`src/rtl/pipe_pkg.sv`:
```
// Shared pipeline types and constants for the fetch stage.
package pipe_pkg;

  localparam int unsigned XLEN = 32;

  localparam logic [XLEN-1:0] RESET_PC  = 32'h0000_0000;
  localparam logic [XLEN-1:0] NOP_INSTR = 32'h0000_0013;  // addi x0,x0,0

  typedef enum logic [1:0] {
    REQ  = 2'd0,
    WAIT = 2'd1,
    HOLD = 2'd2
  } fetch_state_t;

  // Fetch-to-decode payload.
  typedef struct packed {
    logic [XLEN-1:0] instr;
    logic [XLEN-1:0] pc;
    logic            valid;
  } f2d_t;

  localparam f2d_t F2D_RESET = '{instr: NOP_INSTR, pc: '0, valid: 1'b0};

  // Word-align a redirect target.
  function automatic logic [XLEN-1:0] align_word(input logic [XLEN-1:0] a);
    return {a[XLEN-1:2], 2'b00};
  endfunction

endpackage

```
`src/rtl/fetch_ctrl.sv`:
```
// Fetch-stage controller: owns the PC, issues one instruction-memory
// request at a time over req/gnt/rvalid, and loads the F2D register.
// Decode stalls park a returned instruction in a hold buffer; execute
// redirects flush F2D and discard any in-flight stale response.
//
// Ports:
//   clk, rst           clock; synchronous active-low reset
//   br_taken           redirect pulse from execute
//   alu_output         redirect target (word-aligned internally)
//   stall_d            decode cannot accept, F2D holds
//   imem_req/addr      fetch request and address (addr == pc)
//   imem_gnt           request accepted
//   imem_rvalid/rdata  response valid and instruction word
//   InstrF2D/PCF2D/ValidF2D  fetch-to-decode register
module fetch_ctrl
  import pipe_pkg::*;
(
  input  logic            clk,
  input  logic            rst,
  input  logic            br_taken,
  input  logic [XLEN-1:0] alu_output,
  input  logic            stall_d,
  output logic            imem_req,
  output logic [XLEN-1:0] imem_addr,
  input  logic            imem_gnt,
  input  logic            imem_rvalid,
  input  logic [XLEN-1:0] imem_rdata,
  output logic [XLEN-1:0] InstrF2D,
  output logic [XLEN-1:0] PCF2D,
  output logic            ValidF2D
);

  fetch_state_t    state_q, state_nxt;
  logic [XLEN-1:0] pc_q, pc_nxt;
  logic            kill_q, kill_nxt;
  logic            req_q;
  f2d_t            f2d_q, f2d_nxt;
  f2d_t            hold_q, hold_nxt;

  logic            rsp_live_c;
  logic            load_direct_c;
  logic            load_hold_c;
  logic            capture_c;
  logic            drop_hold_c;
  logic            pc_inc_c;

  // Low target bits are discarded by word alignment.
  logic unused_alu_bits;
  assign unused_alu_bits = &{1'b0, alu_output[1:0]};

  // State register.
  always_ff @(posedge clk) begin
    if (!rst) begin
      state_q <= REQ;
    end else begin
      state_q <= state_nxt;
    end
  end

  // Next-state logic.
  always_comb begin
    state_nxt = state_q;
    unique case (state_q)
      REQ: begin
        if (imem_gnt) state_nxt = WAIT;
      end
      WAIT: begin
        if (imem_rvalid) begin
          if (br_taken || kill_q) state_nxt = REQ;
          else if (stall_d)       state_nxt = HOLD;
          else                    state_nxt = REQ;
        end
      end
      HOLD: begin
        if (br_taken || !stall_d) state_nxt = REQ;
      end
      default: state_nxt = REQ;
    endcase
  end

  // Datapath controls and next values for pc, kill, hold buffer and F2D.
  always_comb begin
    rsp_live_c    = (state_q == WAIT) && imem_rvalid;
    load_direct_c = rsp_live_c && !kill_q && !br_taken && !stall_d;
    capture_c     = rsp_live_c && !kill_q && !br_taken && stall_d;
    load_hold_c   = (state_q == HOLD) && !br_taken && !stall_d && hold_q.valid;
    drop_hold_c   = (state_q == HOLD) && (br_taken || !stall_d);
    pc_inc_c      = load_direct_c || load_hold_c;

    pc_nxt = pc_q;
    if (br_taken)      pc_nxt = align_word(alu_output);
    else if (pc_inc_c) pc_nxt = pc_q + XLEN'(4);

    kill_nxt = kill_q;
    unique case (state_q)
      REQ:     if (br_taken && imem_gnt) kill_nxt = 1'b1;
      WAIT: begin
        if (imem_rvalid)   kill_nxt = 1'b0;
        else if (br_taken) kill_nxt = 1'b1;
      end
      HOLD:    kill_nxt = 1'b0;
      default: kill_nxt = 1'b0;
    endcase

    hold_nxt = hold_q;
    if (capture_c)        hold_nxt = '{instr: imem_rdata, pc: pc_q, valid: 1'b1};
    else if (drop_hold_c) hold_nxt = '0;

    // Redirect flushes even under stall; otherwise stall holds, idle bubbles.
    f2d_nxt = '{instr: NOP_INSTR, pc: f2d_q.pc, valid: 1'b0};
    if (br_taken)           f2d_nxt = '{instr: NOP_INSTR, pc: f2d_q.pc, valid: 1'b0};
    else if (load_direct_c) f2d_nxt = '{instr: imem_rdata, pc: pc_q, valid: 1'b1};
    else if (load_hold_c)   f2d_nxt = '{instr: hold_q.instr, pc: hold_q.pc, valid: 1'b1};
    else if (stall_d)       f2d_nxt = f2d_q;
  end

  // Datapath registers; imem_req is registered from the next state.
  always_ff @(posedge clk) begin
    if (!rst) begin
      pc_q   <= RESET_PC;
      kill_q <= 1'b0;
      req_q  <= 1'b1;
      hold_q <= '0;
      f2d_q  <= F2D_RESET;
    end else begin
      pc_q   <= pc_nxt;
      kill_q <= kill_nxt;
      req_q  <= (state_nxt == REQ);
      hold_q <= hold_nxt;
      f2d_q  <= f2d_nxt;
    end
  end

  assign imem_req  = req_q;
  assign imem_addr = pc_q;
  assign InstrF2D  = f2d_q.instr;
  assign PCF2D     = f2d_q.pc;
  assign ValidF2D  = f2d_q.valid;

endmodule

```
`config.mk`:
```
export PLATFORM = sky130hd
export DESIGN_NAME = fetch_ctrl
export DESIGN_NICKNAME = d
export VERILOG_FILES = /design/src/rtl/pipe_pkg.sv /design/src/rtl/fetch_ctrl.sv
export SDC_FILE = /design/constraint.sdc
export NUM_CORES = 1
export LEC_CHECK = 0
export CAP_MARGIN = 20
export CORE_ASPECT_RATIO = 0.8
export CORE_MARGIN = 1
export CORE_UTILIZATION = 40
export DETAILED_ROUTE_END_ITERATION = 16
export PLACE_DENSITY = 0.7
export SKIP_CTS_REPAIR_TIMING = 1
export SKIP_LAST_GASP = 1
export SLEW_MARGIN = 40
export SYNTH_ARGS = -nofsm -noshare
export SYNTH_HDL_FRONTEND = slang
export SYNTH_SLANG_ARGS = --single-unit
```
`constraint.sdc`:
```
create_clock -name clk -period 2.2 [get_ports clk]
set_clock_uncertainty 0.1 [all_clocks]
set_input_delay 0.44 -clock clk [delete_from_list [all_inputs] [get_ports clk]]
set_output_delay 0.44 -clock clk [all_outputs]
set_load 0.02 [all_outputs]
```
==> flow_metrics.env <==
export IMPL_clock_latency_ps=420
export IMPL_rows=42
export IMPL_stdcell_count=1207
export IMPL_final_nets=1044
export IMPL_grt_pass1_vias=6214
export IMPL_clkPwrFrac_pct=42.4
export IMPL_initial_core_util_pct=40.82
export IMPL_status="finished, final reports clean"
export IMPL_slowest_stage="clkdlybuf4s50_1"
export IMPL_antenna_found_initial=1
export IMPL_drc=0
export IMPL_rr_startpoint="imem_addr[3]"
export IMPL_gp_congestion=0.8542
export IMPL_io_pins=168
export IMPL_maxCapViolations=0
export IMPL_vias=6804
export IMPL_end_kind="primary output"
export IMPL_grt_max_degree=63
export IMPL_pwr_share_seq_pct=47.5
export IMPL_die_h_um=118.2
export IMPL_synth_edff_count=0
export IMPL_coreArea_sq_um=16550
export IMPL_overflow=0
export IMPL_wl_met3_um=1558
export IMPL_cts_sinks=160
export IMPL_wl_um=20750
export IMPL_combPwrFrac_pct=10.0
export IMPL_clockBufferDepth=2
export IMPL_p_int_uw=4771
export IMPL_io_buffers=161
export IMPL_reg2reg_to="imem_addr[28]"
export IMPL_fill_cells=1469
export IMPL_fin_crit_ps=2155
export IMPL_drt_pre_antenna_iters=5
export IMPL_max_slew_margin_pct=62.49
export IMPL_cpPeakStageDelay_ps=600
export IMPL_die_x_um=147.3
export IMPL_netlist_top_cells_count="dfxtp_1 (160), nand2_1 (126), a21oi_1 (101)"
export IMPL_synth_area_sq_um=6756
export IMPL_synth_distinct_cells=62
export IMPL_area_delta_synth_final_pct=42.04
export IMPL_min_period_over_period_pct=97.96
export IMPL_dp_cells=1174
export IMPL_clk_pin_slew_worst_paths_ps=60
export IMPL_critical_path_buf_inv_count=2
export IMPL_cts_tree="done"
export IMPL_routed_top_layer="met4"
export IMPL_setup_viol=0
export IMPL_rsz0062_at_grt="no"
export IMPL_ff2ff_path_depth=6
export IMPL_initialDrtViolationCount=667
export IMPL_p_per_area_nw_per_um2=663.0
export IMPL_ys_seq_area_share_pct=47.41
export IMPL_dieArea_sq_um=17420
export IMPL_sw_frac_of_total_pct=25.01
export IMPL_htree_levels=4
export IMPL_yosysWarningCount=0
export IMPL_hold_slack_ps=353.0
export IMPL_cp_max_fo=5
export IMPL_hold_violations=0
export IMPL_path_cells="buf_4 > clkdlybuf4s50_1"
export IMPL_async_flop_share_pct=0
export IMPL_regToRegSetupSlack_ps=210
export IMPL_wl_met1_um=9506
export IMPL_place_hpwl_um=14000
export IMPL_whs_endpoint="PCF2D[25]"
export IMPL_yosysTopAreaCellShare_pct=47.41
export IMPL_worstSetupStartpointType="register"
export IMPL_ir_worst_vdd_mv=0.5261
export IMPL_holdCritStartpoint="PCF2D[25]"
export IMPL_holdPathStages=2
export IMPL_critical_path_class="reg -> out"
export IMPL_post_drt_wl_per_cell_um=17.19
export IMPL_switching_power_uw=1591
export IMPL_max_freq_ghz=0.4640
export IMPL_synth_seq_cells=160
export IMPL_cts_root_buffer_cell="clkbuf_16"
export IMPL_grt_usage_pct=23.62
export IMPL_p_leak_uw=0.003291
export IMPL_syn_mean_instance_area_sq_um=8.425
export IMPL_cp_top_family="buffers and inverters"
export IMPL_cts_buffers=17
export IMPL_drv_slew=0
export IMPL_drive_gt1_share_pct=12.98
export IMPL_grt_pass1_wl_um=32720
export IMPL_worstPathRequired_ps=1660
export IMPL_power_uw=6363
export IMPL_wl_met2_um=9377
export IMPL_synth_area_leaders="dfxtp_1 (47%), a21oi_1 (7.5%), nand2_1 (7.0%)"
export IMPL_post_synth_top_count_cell="dfxtp_1"
export IMPL_ant_nets=0
export IMPL_syn_inst=802
export IMPL_netlist_top_cell_by_area="dfxtp_1"
export IMPL_synth_ff_type="dfxtp_1"
export IMPL_vias_per_cell=5.637
export IMPL_crit_arrival_ps=1620
export IMPL_max_slew_worst_pin_slew_ps=562.1
export IMPL_min_path_type="reg -> reg"
-- area by class of cell --
class	count	area, sq um	area share (%)
Inverter	8	31.28	0.3259
Tap cell	220	275.3	2.868
Clock buffer	20	456.7	4.759
Clock inverter	12	87.58	0.9126
Timing Repair Buffer	224	2302	23.99
Sequential cell	160	3211	33.46
Multi-Input combinational cell	562	3231	33.66
Antenna cell	1	2.502	0.02608
-- power groups by stage --
stage	logic, uW	clock network, uW	registers, uW
global placement	631	0	3080
floorplan	222	0	3130
detailed placement	634	0	3080
global route	680	2880	3030
CTS	637	2750	3020
finish	639	2700	3020
-- worst min-delay path, cell delays in order, from the launching register on --
cell	delay (ps)
dfxtp_1	310
nand2_1	50
a21oi_1	50
-- cell usage in the layout, fill, tap and decap left out, types with 3 or more instances in the layout --
cell / instances
a311oi_1: 16
a22oi_1: 19
a2bb2oi_1: 3
o21ai_0: 22
o21a_1: 3
xnor2_1: 8
clkinvlp_4: 5
clkinv_4: 3
nand4_1: 12
clkdlybuf4s50_1: 159
clkbuf_16: 17
nand2_1: 125
a32oi_1: 3
buf_4: 46
and2_1: 5
a21oi_1: 101
buf_12: 17
nor3_1: 5
nand3_1: 73
a31oi_1: 7
and3_1: 3
clkinv_2: 4
nor4_1: 3
o22ai_1: 6
a222oi_1: 29
dfxtp_1: 154
nor2b_1: 4
nor2_4: 3
or3_1: 3
inv_1: 6
conb_1: 4
dfxtp_2: 6
xor2_1: 4
nor2_1: 59
-- logic make-up (layout without fill, tap and decap cells) --
logic type      after synthesis  after routing  share of synthesized area [%]
simple gates                323            323                          23.69
compound gates              221            221                          21.57
flops                       160            160                          47.41
buf+inv                      83            264                          5.389
xor+xnor                     12             12                          1.556
fa+ha+maj                     1              1                         0.1852
other cells                   1              5                        0.05550
mux                           1              1                         0.1482
-- sequential cells by signal, summed over array words and instances (netlist names) --
register / cells
hold_q: 63
InstrF2D: 32
PCF2D: 30
imem_addr: 30
state_q: 2
ValidF2D: 1
imem_req: 1
kill_q: 1
-- per-layer routing --
layer,track usage [%],vias up
met4,6.572,0
li1,-,3248
met2,35.76,283
met5,0,-
met1,32.69,3253
met3,6.602,20
-- worst max path at each step --
stage,startpoint,end,slack [ps],cells after the start
global route,imem_addr[27],imem_addr[27],5,1
finish,imem_addr[20],imem_addr[20],40,2
global placement,br_taken,imem_addr[4],-190,6
CTS,imem_addr[6],imem_addr[6],-10,2
detailed placement,br_taken,imem_addr[15],-260,6
floorplan,imem_addr[2],imem_addr[28],210,6
-- metrics by stage --
stage                     utilization, %  setup WS, ps  instance area (sq um)  setup TNS [ps]
final                              57.97         44.98                   9597               0
after global routing               57.96         4.650                   9594               0
after detailed placement           54.58        -263.1                   9035           -3284
after global placement             54.58        -193.9                   9035           -2294
after floorplan                        -         209.9                   6768               0
after CTS                          57.87        -13.18                   9579          -36.91
Power figures use the tool's default switching activity.
